`src/rtl/painter_pkg.sv`:
```
// rtl/painter_pkg.sv - shared types, colours and LCD command bytes for the cell painter
package painter_pkg;

   // Object codes delivered by the grid scanner; codes 5..7 are reserved
   typedef enum logic [2:0] {
      OBJ_EMPTY  = 3'd0,
      OBJ_HEAD   = 3'd1,
      OBJ_BODY   = 3'd2,
      OBJ_APPLE  = 3'd3,
      OBJ_BORDER = 3'd4
   } obj_code_e;

   // RGB565 colours
   localparam logic [15:0] COL_EMPTY    = 16'h0000;
   localparam logic [15:0] COL_HEAD     = 16'h07E0;
   localparam logic [15:0] COL_BODY     = 16'h03E0;
   localparam logic [15:0] COL_APPLE    = 16'hF800;
   localparam logic [15:0] COL_BORDER   = 16'h7BEF;
   localparam logic [15:0] COL_RESERVED = 16'hF81F;
   localparam logic [15:0] COL_GRID     = 16'h2104;

   // ILI9341 command bytes
   localparam logic [7:0] CMD_CASET = 8'h2A;
   localparam logic [7:0] CMD_PASET = 8'h2B;
   localparam logic [7:0] CMD_RAMWR = 8'h2C;

   // Painter sequence; each state names the section whose next byte is pending
   typedef enum logic [2:0] {
      ST_IDLE   = 3'd0,
      ST_CASET  = 3'd1,
      ST_PASET  = 3'd2,
      ST_RAMWR  = 3'd3,
      ST_PIXELS = 3'd4,
      ST_DONE   = 3'd5
   } state_e;

   // Fill colour for an object code; unknown codes show up as magenta
   function automatic logic [15:0] obj_colour(input logic [2:0] code);
      logic [15:0] col;
      case (code)
         OBJ_EMPTY:  col = COL_EMPTY;
         OBJ_HEAD:   col = COL_HEAD;
         OBJ_BODY:   col = COL_BODY;
         OBJ_APPLE:  col = COL_APPLE;
         OBJ_BORDER: col = COL_BORDER;
         default:    col = COL_RESERVED;
      endcase
      return col;
   endfunction

   // Address-window parameter byte: 1..4 -> start hi, start lo, end hi, end lo
   function automatic logic [7:0] window_byte(input logic [15:0] s, input logic [15:0] e,
                                              input logic [2:0] idx);
      logic [7:0] b;
      case (idx)
         3'd1:    b = s[15:8];
         3'd2:    b = s[7:0];
         3'd3:    b = e[15:8];
         default: b = e[7:0];
      endcase
      return b;
   endfunction

endpackage

```
`src/rtl/lcd_byte_writer.sv`:
```
// rtl/lcd_byte_writer.sv - two-phase 8080 write strobe for one bus byte
module lcd_byte_writer (
   input  logic       clk,
   input  logic       nrst,
   input  logic       i_start,
   input  logic       i_dc,
   input  logic [7:0] i_byte,
   output logic       o_ready,
   output logic       o_lcd_wr_n,
   output logic       o_lcd_dc,
   output logic [7:0] o_lcd_d
);

   logic       r_wr_n;
   logic       r_dc;
   logic [7:0] r_d;

   // Phase A drives wr_n low with data; phase B raises wr_n and holds data/dc
   always_ff @(posedge clk or negedge nrst) begin
      if (!nrst) begin
         r_wr_n <= 1'b1;
         r_dc   <= 1'b1;
         r_d    <= 8'h00;
      end else if (i_start && r_wr_n) begin
         r_wr_n <= 1'b0;
         r_dc   <= i_dc;
         r_d    <= i_byte;
      end else begin
         r_wr_n <= 1'b1;
      end
   end

   // Phase B (or idle) is the slot in which the next byte may be launched,
   // so back-to-back bytes have no gap between them
   assign o_ready    = r_wr_n;
   assign o_lcd_wr_n = r_wr_n;
   assign o_lcd_dc   = r_dc;
   assign o_lcd_d    = r_d;

endmodule

```
`src/rtl/lcd_cell_painter.sv`:
```
// rtl/lcd_cell_painter.sv - paints one grid cell on an 8080 LCD per scanner update; LCD_CELL_GRID_OUTLINE_EN adds a grid outline
module lcd_cell_painter
   import painter_pkg::*;
#(
   parameter int CELL_PX = 20,
   parameter int GRID_W  = 16,
   parameter int GRID_H  = 12
) (
   input  logic       clk,
   input  logic       nrst,
   input  logic       en_update,
   input  logic [3:0] x,
   input  logic [3:0] y,
   input  logic [2:0] obj_code,
   output logic       cmd_done,
   output logic       busy,
   output logic       lcd_cs_n,
   output logic       lcd_dc,
   output logic       lcd_wr_n,
   output logic [7:0] lcd_d
);

   localparam logic [4:0]  PX_LAST  = 5'(CELL_PX - 1);
   localparam logic [15:0] PX_SPAN  = 16'(CELL_PX - 1);
   localparam logic [4:0]  X_LIMIT  = 5'(GRID_W);
   localparam logic [4:0]  Y_LIMIT  = 5'(GRID_H);

   state_e      r_state;
   state_e      w_next_state;
   logic        r_arm;
   logic [3:0]  r_x;
   logic [3:0]  r_y;
   logic [2:0]  r_obj;
   logic [2:0]  r_idx;
   logic [4:0]  r_col;
   logic [4:0]  r_row;
   logic        r_half;
   logic        r_last;
   logic        r_cs_n;

   logic        w_accept;
   logic        w_off_panel;
   logic        w_ready;
   logic        w_start;
   logic        w_dc;
   logic [7:0]  w_byte;
   logic [15:0] w_xs;
   logic [15:0] w_xe;
   logic [15:0] w_ys;
   logic [15:0] w_ye;
   logic [15:0] w_obj_col;
   logic [15:0] w_pix_col;

   assign w_accept    = (r_state == ST_IDLE) && en_update && r_arm;
   assign w_off_panel = ({1'b0, y} >= Y_LIMIT) || ({1'b0, x} >= X_LIMIT);

   // Address window from the captured cell position (16-bit, constant multiply)
   assign w_xs = 16'(r_x) * 16'(CELL_PX);
   assign w_xe = w_xs + PX_SPAN;
   assign w_ys = 16'(r_y) * 16'(CELL_PX);
   assign w_ye = w_ys + PX_SPAN;

   assign w_obj_col = obj_colour(r_obj);

`ifdef LCD_CELL_GRID_OUTLINE_EN
   // Right column and bottom row of the cell carry the grid line colour
   assign w_pix_col = ((r_col == PX_LAST) || (r_row == PX_LAST)) ? COL_GRID : w_obj_col;
`else
   assign w_pix_col = w_obj_col;
`endif

   // State register
   always_ff @(posedge clk or negedge nrst) begin
      if (!nrst) begin
         r_state <= ST_IDLE;
      end else begin
         r_state <= w_next_state;
      end
   end

   // Next state and the byte offered to the writer; the CASET command is
   // launched on the accepting edge itself so the bus starts without delay
   always_comb begin
      w_next_state = r_state;
      w_start      = 1'b0;
      w_dc         = 1'b1;
      w_byte       = 8'h00;
      case (r_state)
         ST_IDLE: begin
            if (w_accept) begin
               if (w_off_panel) begin
                  w_next_state = ST_DONE;
               end else begin
                  w_start      = 1'b1;
                  w_dc         = 1'b0;
                  w_byte       = CMD_CASET;
                  w_next_state = ST_CASET;
               end
            end
         end
         ST_CASET: begin
            if (w_ready) begin
               w_start = 1'b1;
               if (r_idx == 3'd0) begin
                  w_dc   = 1'b0;
                  w_byte = CMD_CASET;
               end else begin
                  w_byte = window_byte(w_xs, w_xe, r_idx);
               end
               if (r_idx == 3'd4) begin
                  w_next_state = ST_PASET;
               end
            end
         end
         ST_PASET: begin
            if (w_ready) begin
               w_start = 1'b1;
               if (r_idx == 3'd0) begin
                  w_dc   = 1'b0;
                  w_byte = CMD_PASET;
               end else begin
                  w_byte = window_byte(w_ys, w_ye, r_idx);
               end
               if (r_idx == 3'd4) begin
                  w_next_state = ST_RAMWR;
               end
            end
         end
         ST_RAMWR: begin
            if (w_ready) begin
               w_start      = 1'b1;
               w_dc         = 1'b0;
               w_byte       = CMD_RAMWR;
               w_next_state = ST_PIXELS;
            end
         end
         ST_PIXELS: begin
            if (w_ready) begin
               if (r_last) begin
                  w_next_state = ST_DONE;
               end else begin
                  w_start = 1'b1;
                  w_byte  = r_half ? w_pix_col[7:0] : w_pix_col[15:8];
               end
            end
         end
         ST_DONE: begin
            w_next_state = ST_IDLE;
         end
         default: begin
            w_next_state = ST_IDLE;
         end
      endcase
   end

   // Request capture, re-arm after en_update drops, and byte/pixel counters
   always_ff @(posedge clk or negedge nrst) begin
      if (!nrst) begin
         r_arm  <= 1'b1;
         r_x    <= 4'd0;
         r_y    <= 4'd0;
         r_obj  <= 3'd0;
         r_idx  <= 3'd0;
         r_col  <= 5'd0;
         r_row  <= 5'd0;
         r_half <= 1'b0;
         r_last <= 1'b0;
      end else begin
         if (w_accept) begin
            r_arm <= 1'b0;
         end else if (!en_update) begin
            r_arm <= 1'b1;
         end
         if (w_accept) begin
            r_x   <= x;
            r_y   <= y;
            r_obj <= obj_code;
            r_idx <= 3'd1;
         end else if (w_start) begin
            case (r_state)
               ST_CASET, ST_PASET: begin
                  r_idx <= (r_idx == 3'd4) ? 3'd0 : r_idx + 3'd1;
               end
               ST_RAMWR: begin
                  r_col  <= 5'd0;
                  r_row  <= 5'd0;
                  r_half <= 1'b0;
                  r_last <= 1'b0;
               end
               ST_PIXELS: begin
                  r_half <= ~r_half;
                  if (r_half) begin
                     if (r_col == PX_LAST) begin
                        r_col <= 5'd0;
                        r_row <= r_row + 5'd1;
                        if (r_row == PX_LAST) begin
                           r_last <= 1'b1;
                        end
                     end else begin
                        r_col <= r_col + 5'd1;
                     end
                  end
               end
               default: begin
               end
            endcase
         end
      end
   end

   // Chip select follows the state being entered, so it falls with the first
   // strobe and rises as DONE begins
   always_ff @(posedge clk or negedge nrst) begin
      if (!nrst) begin
         r_cs_n <= 1'b1;
      end else begin
         r_cs_n <= (w_next_state == ST_IDLE) || (w_next_state == ST_DONE);
      end
   end

   lcd_byte_writer u_writer (
      .clk        (clk),
      .nrst       (nrst),
      .i_start    (w_start),
      .i_dc       (w_dc),
      .i_byte     (w_byte),
      .o_ready    (w_ready),
      .o_lcd_wr_n (lcd_wr_n),
      .o_lcd_dc   (lcd_dc),
      .o_lcd_d    (lcd_d)
   );

   assign cmd_done = (r_state == ST_DONE);
   assign busy     = (r_state != ST_IDLE);
   assign lcd_cs_n = r_cs_n;

endmodule
```
`config.mk`:
```
export PLATFORM = sky130hd
export DESIGN_NAME = lcd_cell_painter
export DESIGN_NICKNAME = d
export VERILOG_FILES = /design/src/rtl/painter_pkg.sv /design/src/rtl/lcd_byte_writer.sv /design/src/rtl/lcd_cell_painter.sv
export SDC_FILE = /design/constraint.sdc
export NUM_CORES = 1
export LEC_CHECK = 0
export BUFFER_PORTS_ARGS = -buffer_cell sky130_fd_sc_hd__buf_2
export CAP_MARGIN = 20
export CORE_MARGIN = 4
export CORE_UTILIZATION = 40
export CTS_CLUSTER_SIZE = 12
export DETAILED_ROUTE_END_ITERATION = 8
export GPL_ROUTABILITY_DRIVEN = 0
export PLACE_DENSITY = 0.54
export RECOVER_POWER = 25
export SLEW_MARGIN = 20
export SYNTH_ARGS = -nofsm -noshare
export SYNTH_HDL_FRONTEND = slang
export SYNTH_HIERARCHICAL = 1
export SYNTH_SLANG_ARGS = --single-unit
```
`constraint.sdc`:
```
create_clock -name clk -period 3.58 [get_ports clk]
set_input_delay 0.716 -clock clk [delete_from_list [all_inputs] [get_ports clk]]
set_output_delay 0.716 -clock clk [all_outputs]
set_load 0.01 [all_outputs]
```
==> out/qor.csv <==
stage,metric,value,unit
route,Iteration-0 DRC Markers,156,
grt,Global Route met2 Usage,26.3,%
grt,GR Util met1,24.2,%
clocking,H-tree levels,2,
sta,FMAX,0.365,GHz
critical_path,Crit. path cell count,9,
cells_and_area,nets,349,
route,Vias/cell,5.65,
cells_and_area,Diodes inserted,0,
sta,final hold violation count,0,
grt,vias in the first global route,2275,
status,failing checks,"max-capacitance violations, max-slew violations",
flow_run,Max Cap Viol,1,
logic_synthesis,Synth Register Bits,41,
sta,RSZ-0062 raised after global routing,false,
route,DRT antenna net count,0,
grt,total track usage,17.0,%
clocking,CTS-repair resized insts,0,
clocking,clock sink count,41,
worst_hold_path,WHS Endpoint,r_arm$_DFFE_PN1P_,
route,drt wl/cell,16.6,um
logic_synthesis,Post-Synth Simple-Gate Area,22.1,%
grt,largest net degree at the start of global routing,42,
worst_hold_path,Hold Crit Start,r_arm$_DFFE_PN1P_,
cells_and_area,share of layout cells above drive strength 1,20.8,%
critical_path,cell-by-cell trace of the critical path,ha_1 -> ha_1 -> fa_1 -> xor2_1 -> nand3_1 -> xor2_1 -> a311oi_1 -> o31ai_1 -> mux2_2,
logic_synthesis,synth unique cells,62,
placed_design,post-placement cell area,3020,um2
cells_and_area,Post-Layout Inst Area,3150,um2
critical_path,reg2reg end,u_writer/o_lcd_d[0]$_DFFE_PN0P_,
route,Pre-Repair DR Iteration Count,4,
cells_and_area,area delta synth->final,10.5,%
logic_synthesis,post-synthesis compound-gate area fraction,18.7,%
sta,Slew @ Worst Pin,2.24,ns
grt,first-pass GRT wire length,11500,um
logic_synthesis,main combinational cell family by area after synthesis,simple AND/OR/NAND/NOR gates,
logic_synthesis,async set-reset flop share out of synthesis,100,%
route,DRC viols,0,
floorplan,Core Area,6870,um2
clocking,CTS tree,yes,
clocking,"CTS clk-pin slew, worst paths",0.08,ns
placed_design,Detail Placement HPWL,5050,um
logic_synthesis,xor-xnor portion of the synthesized cell area,1.54,%
critical_path,RR Startpoint,r_x[1]$_DFFE_PN0P_,
grt,met3 Usage GRT,2.84,%
sta,clock skew,0.0108,ns
critical_path,CP Data Required Time,3.76,ns
grt,busiest grt layer,met2,
clocking,Root Driver,clkbuf_8,
logic_synthesis,syn_area_per_cell,9.61,um2
grt,GRT overflow,0,
critical_path,CP Capture Type,flop,
critical_path,crit path buf inv count,0,
worst_hold_path,cell count of the worst hold path,2,
clocking,clk buf depth,2,
status,status,"complete, but fails checks",
critical_path,Top Family by Delay on Critical Path,adder cells,
sta,Final Slew Violations,42,
sta,Final Cycle Share,76.4,%
placed_design,port bufs,26,
critical_path,WP data arrival,2.92,ns
floorplan,Die Height,92.5,um
logic_synthesis,post-synthesis sequential area ratio,36.1,%
critical_path,slowest cell delay on critical path,0.42,ns
floorplan,row cnt,30,
critical_path,Setup CP Type,flop to flop,
power_and_ir_drop,Peak VDD IR,0.328,mV
critical_path,worst reg2reg path depth,9,
clocking,clk_lat worst skew,0.30,ns
grt,antenna violations before repair,0,
logic_synthesis,synthesized cell area,2850,um2
worst_hold_path,Hold WC Path Type,flop to flop,
logic_synthesis,Cells after Synth,297,
clocking,hold_buf cts,0,
clocking,Post-CTS Setup Bufs,0,
sta,minimum clock period,2.74,ns
cells_and_area,Finished Core Util,45.9,%
sta,final setup vio count,0,
route,via count,2334,
route,Detailed Route WL,6860,um
logic_synthesis,post-synthesis mux area share,8.55,%
placed_design,post-place setup slack,0.919,ns
logic_synthesis,Yosys warning total,6,
logic_synthesis,top_reg_cell synth,dfrtp_1,
critical_path,Critical Path Fanout Max,4,
floorplan,# IOs,27,
floorplan,Die Width,92.5,um
power_and_ir_drop,Leakage,1.39,nW
critical_path,Startpoint Class,flop,
sta,setup tns final,0,ns
sta,relative slew slack,-49.2,%
clocking,CTS buffer count,5,
logic_synthesis,"EDFF count, synth",0,
sta,worst setup margin,0.843,ns
critical_path,flop2flop setup slack,0.84,ns
power_and_ir_drop,PD cells,1020,nW/um2
logic_synthesis,post-synthesis adder-cell area fraction,8.86,%
floorplan,Initial Util,41.5,%
floorplan,die area,8550,um2
critical_path,"Slowest-stage cell, CP",dfrtp_1,
logic_synthesis,syn nets,330,
## layer usage
layer | vias up | share of wire, %
met5 | - | 0
met4 | 0 | 1.3
met3 | 8 | 4.2
met2 | 57 | 44
met1 | 1135 | 51
li1 | 1134 | -
## cells by family after synthesis
family                     after synthesis
muxes                                   22
AOI/OAI and AO/OA                       78
xor gates and xnor gates                 5
DFF                                     41
buffers and inverters                   23
adders and majority gates               19
and+or+nand+nor                        109
## flip-flops by register name (all words and copies together) (netlist names)
signal / cells
r_x: 4
r_col: 5
lcd_cs_n: 1
u_writer/o_lcd_wr_n: 1
r_obj: 3
r_y: 4
u_writer/o_lcd_dc: 1
r_arm: 1
r_state: 3
r_idx: 3
u_writer/o_lcd_d: 8
r_half: 1
r_row: 5
r_last: 1
## cell usage in the layout, fill, tap and decap left out, types with 4 or more instances in the layout
master and instances:
dfrtp_1 37, buf_2 25, nand2_1 24, a21oi_1 19, mux2_2 19, ha_1 17, nor2_1 14, o21ai_0 10
nand3_1 10, inv_1 9, nor2b_1 9, nand2b_1 9, and3_1 7, and2_1 6, a31oi_1 6, nor3_1 5
nor3b_1 5, clkbuf_8 5, xor2_1 4, nand4_1 4, o211ai_1 4, o21ai_1 4, dfstp_2 4
## final cells by class
cell class | count | area, um2
Clock buffer | 5 | 68.8
Clock inverter | 3 | 65.1
Fill cell | 692 | 3720
Inverter | 9 | 33.8
Multi-Input combinational cell | 233 | 1700
Sequential cell | 41 | 1030
Tap cell | 96 | 120
Timing Repair Buffer | 26 | 129
## synth_stat cells (all sizes together) (3+ instances only)
cell type | n | area share, %
nand4 | 4 | 0.88
mux2 | 19 | 7.5
a32o | 3 | 1.1
and3 | 7 | 1.5
and2 | 6 | 1.3
nor2b | 9 | 2.0
a21o | 3 | 0.79
a21oi | 20 | 3.6
nor2 | 14 | 1.8
inv | 9 | 1.2
xor2 | 4 | 1.2
clkbuf | 6 | 0.79
a22o | 3 | 0.92
dfstp | 4 | 3.7
ha | 17 | 7.5
o211ai | 4 | 1.1
a22oi | 3 | 0.79
a31oi | 6 | 1.3
o21ai | 15 | 2.8
nand3 | 11 | 2.4
nand2 | 25 | 3.6
nand2b | 9 | 2.0
dfrtp | 37 | 32
a211oi | 3 | 1.1
buf | 8 | 2.1
nor3 | 5 | 0.88
mux2i | 3 | 1.1
nor3b | 7 | 2.2
## tightest hold or removal path: stages (launching register included)
cell	delay, ns
dfstp_2	0.37
nand2_1	0.04
nand2_1	0.04
## report_power, final
group / leakage, nW / internal [mW] / switching, mW / total (mW)
Clock: 0.0681 / 0.277 / 0.170 / 0.447
Sequential: 0.500 / 0.679 / 0.284 / 0.963
Combinational: 0.825 / 0.818 / 0.994 / 1.81
## how the worst max path moves through the flow
stage / slack [ns] / endpoint / startpoint
2_1_floorplan: 1.09 / u_writer/o_lcd_d[7]$_DFFE_PN0P_ / r_x[3]$_DFFE_PN0P_
3_3_place_gp: 0.95 / u_writer/o_lcd_d[7]$_DFFE_PN0P_ / r_x[1]$_DFFE_PN0P_
3_5_place_dp: 0.92 / u_writer/o_lcd_d[0]$_DFFE_PN0P_ / r_x[1]$_DFFE_PN0P_
4_1_cts: 0.87 / u_writer/o_lcd_d[0]$_DFFE_PN0P_ / r_y[3]$_DFFE_PN0P_
5_1_grt: 0.69 / u_writer/o_lcd_d[0]$_DFFE_PN0P_ / r_x[1]$_DFFE_PN0P_
6_report: 0.84 / u_writer/o_lcd_d[0]$_DFFE_PN0P_ / r_x[1]$_DFFE_PN0P_
## per-stage QoR
step	hold slack, ns	power (mW)	std cells
after global routing	0.500	3.52	413
after CTS	0.459	3.23	413
after floorplan	0.420	2.34	297
after detailed placement	0.445	2.76	405
final	0.457	3.22	413
after global placement	0.443	2.74	405
(Power assumes the default switching activity.)
